$ cat src/rtl/muldiv_seq_ctrl.sv
// muldiv_seq_ctrl: multi-cycle sequencer that borrows the shared 8-bit
// adder/subtractor to perform unsigned 8x8 multiply (shift-add) and unsigned
// 8/8 divide (restoring). It takes eight RUN cycles per operation.
//
// Handshake: a request is accepted when start is high on a rising edge while
// the sequencer is idle. op/a/b are sampled on that edge only. busy is high
// during the eight RUN cycles. done pulses for exactly one cycle when hi/lo
// (and div_by_zero) are valid. There is no backpressure, and a start that
// arrives while busy or done is dropped.
module muldiv_seq_ctrl #(
    parameter int WIDTH = 8
) (
    input  logic             clk,
    input  logic             reset,
    input  logic             start,
    input  logic             op,
    input  logic [WIDTH-1:0] a,
    input  logic [WIDTH-1:0] b,
    output logic             busy,
    output logic             done,
    output logic [WIDTH-1:0] hi,
    output logic [WIDTH-1:0] lo,
    output logic             div_by_zero,
    output logic [WIDTH-1:0] as_a,
    output logic [WIDTH-1:0] as_b,
    output logic             as_sel,
    input  logic [WIDTH-1:0] as_result,
    input  logic             as_cout
);

    localparam logic [1:0] ST_IDLE = 2'd0;
    localparam logic [1:0] ST_RUN  = 2'd1;
    localparam logic [1:0] ST_DONE = 2'd2;

    localparam logic [2:0] LAST_STEP = 3'd7;

    logic [1:0]       state_q, state_d;
    logic [2:0]       count_q, count_d;
    logic             op_q, op_d;
    logic [WIDTH-1:0] m_q, m_d;        // multiplier M or divisor D
    logic [WIDTH-1:0] p_hi_q, p_hi_d;
    logic [WIDTH-1:0] p_lo_q, p_lo_d;
    logic [WIDTH-1:0] hi_q, hi_d;
    logic [WIDTH-1:0] lo_q, lo_d;
    logic             done_q, done_d;
    logic             dbz_q, dbz_d;

    logic [WIDTH-1:0] div_t_lo;        // low bits of the shifted partial remainder
    logic             div_q_bit;
    logic [WIDTH-1:0] step_hi;
    logic [WIDTH-1:0] step_lo;

    // The shifted partial remainder {P_hi, P_lo[7]}. Its top bit is P_hi[7].
    assign div_t_lo  = {p_hi_q[WIDTH-2:0], p_lo_q[WIDTH-1]};
    // A quotient bit is 1 when the 9-bit remainder is at least D. Either its top
    // bit is set, or the subtract of its low 8 bits did not borrow.
    assign div_q_bit = p_hi_q[WIDTH-1] | ~as_cout;

    // Drive the shared AddSub. It is used only in RUN and is held at zero otherwise.
    always_comb begin
        as_a   = '0;
        as_b   = '0;
        as_sel = 1'b0;
        if (state_q == ST_RUN) begin
            as_b = m_q;
            if (op_q) begin
                as_a   = div_t_lo;
                as_sel = 1'b1;
            end else begin
                as_a   = p_hi_q;
                as_sel = 1'b0;
            end
        end
    end

    // One iteration of shift-add or restoring divide, computed from the AddSub output.
    always_comb begin
        step_hi = p_hi_q;
        step_lo = p_lo_q;
        if (op_q) begin
            step_hi = div_q_bit ? as_result : div_t_lo;
            step_lo = {p_lo_q[WIDTH-2:0], div_q_bit};
        end else if (p_lo_q[0]) begin
            step_hi = {as_cout, as_result[WIDTH-1:1]};
            step_lo = {as_result[0], p_lo_q[WIDTH-1:1]};
        end else begin
            step_hi = {1'b0, p_hi_q[WIDTH-1:1]};
            step_lo = {p_hi_q[0], p_lo_q[WIDTH-1:1]};
        end
    end

    // Next-state logic for the FSM, the working registers and the result registers.
    always_comb begin
        state_d = state_q;
        count_d = count_q;
        op_d    = op_q;
        m_d     = m_q;
        p_hi_d  = p_hi_q;
        p_lo_d  = p_lo_q;
        hi_d    = hi_q;
        lo_d    = lo_q;
        done_d  = 1'b0;
        dbz_d   = dbz_q;
        case (state_q)
            ST_IDLE: begin
                if (start) begin
                    if (op && (b == '0)) begin
                        // Divide by zero finishes at once with a fixed result.
                        state_d = ST_DONE;
                        hi_d    = a;
                        lo_d    = '1;
                        done_d  = 1'b1;
                        dbz_d   = 1'b1;
                    end else begin
                        state_d = ST_RUN;
                        op_d    = op;
                        m_d     = b;
                        p_hi_d  = '0;
                        p_lo_d  = a;
                        count_d = '0;
                    end
                end
            end
            ST_RUN: begin
                p_hi_d  = step_hi;
                p_lo_d  = step_lo;
                count_d = count_q + 3'd1;   // wraps to 0 on the final step
                if (count_q == LAST_STEP) begin
                    state_d = ST_DONE;
                    hi_d    = step_hi;
                    lo_d    = step_lo;
                    done_d  = 1'b1;
                    dbz_d   = 1'b0;
                end
            end
            ST_DONE: begin
                state_d = ST_IDLE;
            end
            default: begin
                state_d = ST_IDLE;
            end
        endcase
    end

    // State and datapath registers. Reset returns to idle and drops any partial result.
    always_ff @(posedge clk or posedge reset) begin
        if (reset) begin
            state_q <= ST_IDLE;
            count_q <= '0;
            op_q    <= 1'b0;
            m_q     <= '0;
            p_hi_q  <= '0;
            p_lo_q  <= '0;
            hi_q    <= '0;
            lo_q    <= '0;
            done_q  <= 1'b0;
            dbz_q   <= 1'b0;
        end else begin
            state_q <= state_d;
            count_q <= count_d;
            op_q    <= op_d;
            m_q     <= m_d;
            p_hi_q  <= p_hi_d;
            p_lo_q  <= p_lo_d;
            hi_q    <= hi_d;
            lo_q    <= lo_d;
            done_q  <= done_d;
            dbz_q   <= dbz_d;
        end
    end

    assign busy        = (state_q == ST_RUN);
    assign done        = done_q;
    assign hi          = hi_q;
    assign lo          = lo_q;
    assign div_by_zero = dbz_q;

endmodule

$ cat config.mk
export PLATFORM = sky130hd
export DESIGN_NAME = muldiv_seq_ctrl
export DESIGN_NICKNAME = d
export VERILOG_FILES = /design/src/rtl/muldiv_seq_ctrl.sv
export SDC_FILE = /design/constraint.sdc
export NUM_CORES = 1
export LEC_CHECK = 0
export ABC_AREA = 1
export ABC_CLOCK_PERIOD_IN_PS = 3940
export CAP_MARGIN = 5
export CORE_MARGIN = 4
export CORE_UTILIZATION = 54
export DETAILED_ROUTE_END_ITERATION = 10
export PLACE_DENSITY_LB_ADDON = 0.12
export SLEW_MARGIN = 20
export SYNTH_ARGS = -nofsm -noshare
export SYNTH_HDL_FRONTEND = slang
export SYNTH_SLANG_ARGS = --single-unit
$ cat constraint.sdc
create_clock -name clk -period 3.94 [get_ports clk]
set_input_delay 0.788 -clock clk [delete_from_list [all_inputs] [get_ports clk]]
set_output_delay 0.788 -clock clk [all_outputs]
set_load 0.03 [all_outputs]
## After elaboration in Yosys (flattened, before gate mapping)

Cells that the tools add are included.

- Bits in registers: 48
- Input port bits: 29
- Output and inout port bits: 36
- Logic and storage cells: 67

- $add $sub $neg: 1
- Equality and inequality tests: 6
- Mux-type cells: 39
- Bitwise logic cells: 3
- Reductions and logical operators: 8

Operators by type and width:

| kind | number |
|---|---|
| 2-to-1 mux 8 bit | 18 |
| one-hot mux 8 bit (2 select lines) | 4 |
| zero test 8 bit | 1 |
| 2-to-1 mux 1 bit | 8 |
| 2-to-1 mux 2 bit | 3 |
| 2-to-1 mux 3 bit | 2 |
| inequality test 2 bit, second input constant | 3 |
| one-hot mux 3 bit (2 select lines) | 1 |
| AND reduction 3 bit | 2 |
| one-hot mux 1 bit (2 select lines) | 2 |
| one-hot mux 2 bit (2 select lines) | 1 |
| AND reduction 4 bit | 1 |
| adder 3 x 1 -> 3 bit, second input constant | 1 |
| == test 3 bit, second input constant | 1 |
| == test 2 x 1 -> 1 bit, second input constant | 1 |
| zero test 2 bit | 1 |
| inequality test 2 x 1 -> 1 bit, second input constant | 1 |
| NOT 1 bit | 2 |
| AND reduction 2 bit | 1 |
| nonzero test 2 bit | 1 |
| logical AND 1 bit | 1 |
| bitwise OR 1 bit | 1 |

## Depth between registers and ports, before layout

- Word-level depth: 6
- Depth in mapped cells: 10

## Least setup slack after synthesis

No wires, ideal clock.

- Path type: register to output
- Start point: reg state_q[1]
- End point: out as_a[1]
- Data arrival time: 1,506 ps
- Required time: 3,152 ps
- Setup slack: 1,646 ps
- Cell stages (with the launch flop): 7
- Cells stage by stage: dfrtp_1 inv_2 nand2_4 buf_2 nor2_1 nand2_1 o31ai_1

- Longest elaborated chain between the ends: 2

RTL lines:

| what | line | text |
|---|---|---|
| start, declared | 37 | `logic [1:0] state_q, state_d;` |
| start signal, assigned | 159 | `state_q <= state_d;` |
| == test 2 x 1 -> 1 bit | 64 | `if (state_q == ST_RUN) begin` |
| 2-to-1 mux 8 bit | 64 |  |
| end, declared | 24 | `output logic [WIDTH-1:0] as_a,` |

No other way between the ends.

## Worst setup path in the final report

- Start point: reg op_q
- End point: out as_a[1]

- Longest elaborated chain between the ends: 2

RTL lines:

| what | line | text |
|---|---|---|
| start, declared | 39 | `logic op_q, op_d;` |
| start signal, assigned | 161 | `op_q <= op_d;` |
| 2-to-1 mux 8 bit | 66 | `if (op_q) begin` |
| 2-to-1 mux 8 bit | 64 |  |

No other way between the ends.

==> out/metrics.csv <==
stage,metric,value,unit
clock_network,clock buffer count from CTS,5,
worst_hold_path,worst hold path type,flop to flop,
routing,vias per std cell,4.911,
placed_design,GPL Wtd Cong,0.8697,
critical_path,CP Class,flop to output pin,
clock_network,clk root buf,clkbuf_8,
global_routing,total track usage,21.96,%
final_layout,fillcell total,429,
clock_network,Worst-path clk slew,0.09,ns
clock_network,Hold Buf Count CTS,0,
pwr,Pwr Density,787.1,mW/mm^2
critical_path,CP endpoint kind,output pin,
clock_network,"Clk Latency, worst-skew pair",0.30,ns
timing,max_slew headroom,44.94,%
final_layout,area of the multi-input gates,0.001194,sq mm
die,Die H,78.78,um
routing,WL final,6.198,mm
global_routing,vias in the first global route,2409,
logic_synthesis,"FF+latch count, synth",48,
critical_path,FF-to-FF End,p_lo_q[1]$_DFFE_PP0P_,
logic_synthesis,Synth Cell Area,0.002705,sq mm
critical_path,required time of the critical path,3.15,ns
global_routing,initial antenna violation count,0,
critical_path,critical path's largest stage delay,0.75,ns
critical_path,"Cell Chain, Critical Path","inv_2, nor2_1, nand2_1, o31ai_1, clkdlybuf4s50_1",
die,# rows,25,
clock_network,Resized Gates After CTS,0,
critical_path,slowest CP cell,dfrtp_1,
critical_path,Worst Path Max Fanout,25,
logic_synthesis,YS warnings,0,
routing,Iter 0 DRT Violations,149,
routing,routed wire length per instance,12.32,um
timing,crit path time final,3.226,ns
timing,Worst Max-Slew Pin Slew,0.8249,ns
logic_synthesis,syn_nets,409,
die,Starting Density,56.52,%
die,die area,0.006206,sq mm
logic_synthesis,Synth async-reset ratio,100.0,%
logic_synthesis,Synth Instances,378,
critical_path,Worst path top cell family by delay,buffers and inverters,
status,status,finished clean,
final_layout,n_diodes,0,
final_layout,register area,0.001201,sq mm
placed_design,DPL Wire Length,4.430,mm
critical_path,reg2reg path depth,4,
logic_synthesis,Cell variety after synth,25,
placed_design,# port buffers,64,
die,Die Wd,78.78,um
global_routing,first-pass GRT wire length,11.00,mm
die,total core area,0.004786,sq mm
critical_path,startpoint class of the critical path,flop,
timing,Setup WS post-layout,0.7142,ns
timing,Final Hold Vio Count,0,
timing,skew final,0.006252,ns
pwr,Worst VDD drop,0.0004854,V
die,# IOs,65,
critical_path,Bufs and invs on worst path,2,
clock_network,clk sink count,48,
timing,final setup violation count,0,
logic_synthesis,Post-synth EDFFs,0,
worst_hold_path,hold_sp,count_q[1]$_DFFE_PP0P_,
clock_network,Post-CTS Repair Setup Buffers,0,
placed_design,Post-Place Setup Slack,1.096,ns
routing,antenna-violating nets left,0,
logic_synthesis,Synth Flop Type,dfrtp_1,
logic_synthesis,largest cells by area after synthesis,"dfrtp_1, nand2_1, inv_1",
clock_network,CTS tree,done,
run,Max Cap Viol,0,
critical_path,reg2reg start,op_q$_DFFE_PP0P_,
global_routing,GRT Residual Overflow,0,
routing,number of iterations in the first detailed-routing pass,4,
logic_synthesis,Yosys top cell by area,dfrtp_1,
clock_network,CTS H-tree depth,2,
final_layout,area grow syn2layout,27.75,%
worst_hold_path,hold endpoint,count_q[1]$_DFFE_PP0P_,
pwr,leakage,1.807,nW
timing,unrepaired setup endpoints after global routing,false,
routing,# DRC,0,
global_routing,largest net degree at the start of global routing,49,
routing,Vias,2470,
critical_path,worst reg2reg setup slack,2.10,ns
timing,period utilization,81.87,%
critical_path,crit path DAT,2.44,ns
logic_synthesis,Syn Area/Cell,7.156,sq um
final_layout,fraction of layout cells with a size suffix above 1,8.257,%
logic_synthesis,top cell type's share of synthesized area,44.40,%
clock_network,Max clock buf depth,2,
timing,max-slew violation count,0,
timing,setup_tns,0,ns
final_layout,fin nets,466,
worst_hold_path,Hold Path Stages,2,
logic_synthesis,sequential area share after synthesis,44.40,%
timing,Max Freq,0.3100,GHz
-- registers in the layout (all words and copies together), names as in the netlist --
register     flops
lo               8
state_q          2
div_by_zero      1
count_q          3
p_lo_q           8
m_q              8
op_q             1
p_hi_q           8
done             1
hi               8
-- cells in the final DEF, fill, tap and decap left out --
| master | synthesis | layout |
|---|---|---|
| a21boi_0 | 1 | 1 |
| a21oi_1 | 14 | 14 |
| a21oi_2 | 9 | 9 |
| a21oi_4 | 1 | 1 |
| bufinv_16 | 0 | 1 |
| clkbuf_8 | 0 | 5 |
| clkdlybuf4s50_1 | 0 | 64 |
| clkinv_2 | 0 | 1 |
| clkinvlp_4 | 0 | 1 |
| dfrtp_1 | 48 | 48 |
| ha_1 | 2 | 2 |
| inv_1 | 54 | 53 |
| inv_2 | 3 | 3 |
| inv_4 | 1 | 1 |
| inv_6 | 0 | 1 |
| nand2_1 | 156 | 156 |
| nand2_2 | 5 | 5 |
| nand2_4 | 4 | 4 |
| nand3_1 | 4 | 4 |
| nand3_2 | 1 | 1 |
| nor2_1 | 27 | 27 |
| nor2_2 | 1 | 1 |
| nor2_4 | 1 | 1 |
| nor3_2 | 1 | 1 |
| o211ai_1 | 7 | 7 |
| o21ai_0 | 14 | 14 |
| o21ai_1 | 9 | 9 |
| o31ai_1 | 1 | 1 |
-- Yosys cell counts (2+ instances only) --
master and number:
inv_1 54, inv_2 3, nand3_1 4, o21ai_0 14, buf_4 2, a21oi_2 9
a21oi_1 14, o211ai_1 7, ha_1 2, buf_2 11, nor2_1 27, dfrtp_1 48
nand2_2 5, nand2_1 156, o21ai_1 9, nand2_4 4
-- through the flow --
| stage | cell area (sq um) | total power, mW | hold WS, ns | utilization (%) | instances |
|---|---|---|---|---|---|
| after floorplan | 2705 | 1.941 | 0.4459 | - | 378 |
| after global placement | 3339 | 2.325 | 0.4597 | 69.78 | 495 |
| after detailed placement | 3339 | 2.358 | 0.4644 | 69.78 | 495 |
| after CTS | 3455 | 2.731 | 0.4894 | 72.18 | 503 |
| after global routing | 3456 | 2.952 | 0.5186 | 72.21 | 503 |
| final | 3456 | 2.720 | 0.4848 | 72.21 | 503 |
-- worst max path at each step --
stage,from,cells past startpoint,end
after global routing,op_q$_DFFE_PP0P_,5,as_a[1]
after floorplan,state_q[1]$_DFFE_PP0P_,6,as_a[1]
after global placement,op_q$_DFFE_PP0P_,5,as_a[1]
after CTS,op_q$_DFFE_PP0P_,5,as_a[1]
after detailed placement,op_q$_DFFE_PP0P_,5,as_a[1]
final,op_q$_DFFE_PP0P_,5,as_a[1]
-- layer usage --
layer | vias to the layer above | wire length, um | GRT usage [%]
li1 | 1265 | - | -
met1 | 1124 | 2974 | 31.01
met2 | 76 | 2778 | 34.80
met3 | 5 | 380 | 3.628
met4 | 0 | 65 | 6.643
met5 | - | 0 | 0
-- cell type report --
cell class	instances	share of cell area, %
Clock inverter	3	1.340
Sequential cell	48	34.76
Inverter	58	6.408
Timing Repair Buffer	64	18.54
Multi-Input combinational cell	258	34.54
Clock buffer	5	1.991
Tap cell	67	2.426
-- tightest hold or removal path, cell delays in order (launching register included) --
cell and delay, ns:
dfrtp_1 0.36, nand2_1 0.05, nand2_1 0.05
-- report_power, final --
group / internal (mW) / switching (mW)
Sequential: 0.686 / 0.176
Combinational: 0.525 / 0.969
Clock: 0.191 / 0.173
-- logic make-up (layout without fill, tap and decap cells) --
kind of cell,count (synthesis),after routing,synth area share [%]
flops,48,48,44.40
compound gates,56,56,12.86
buf+inv,72,130,11.47
fa+ha+maj,2,2,0.9249
simple gates,200,200,30.34
No activity file was read; power rests on OpenSTA's default activity.
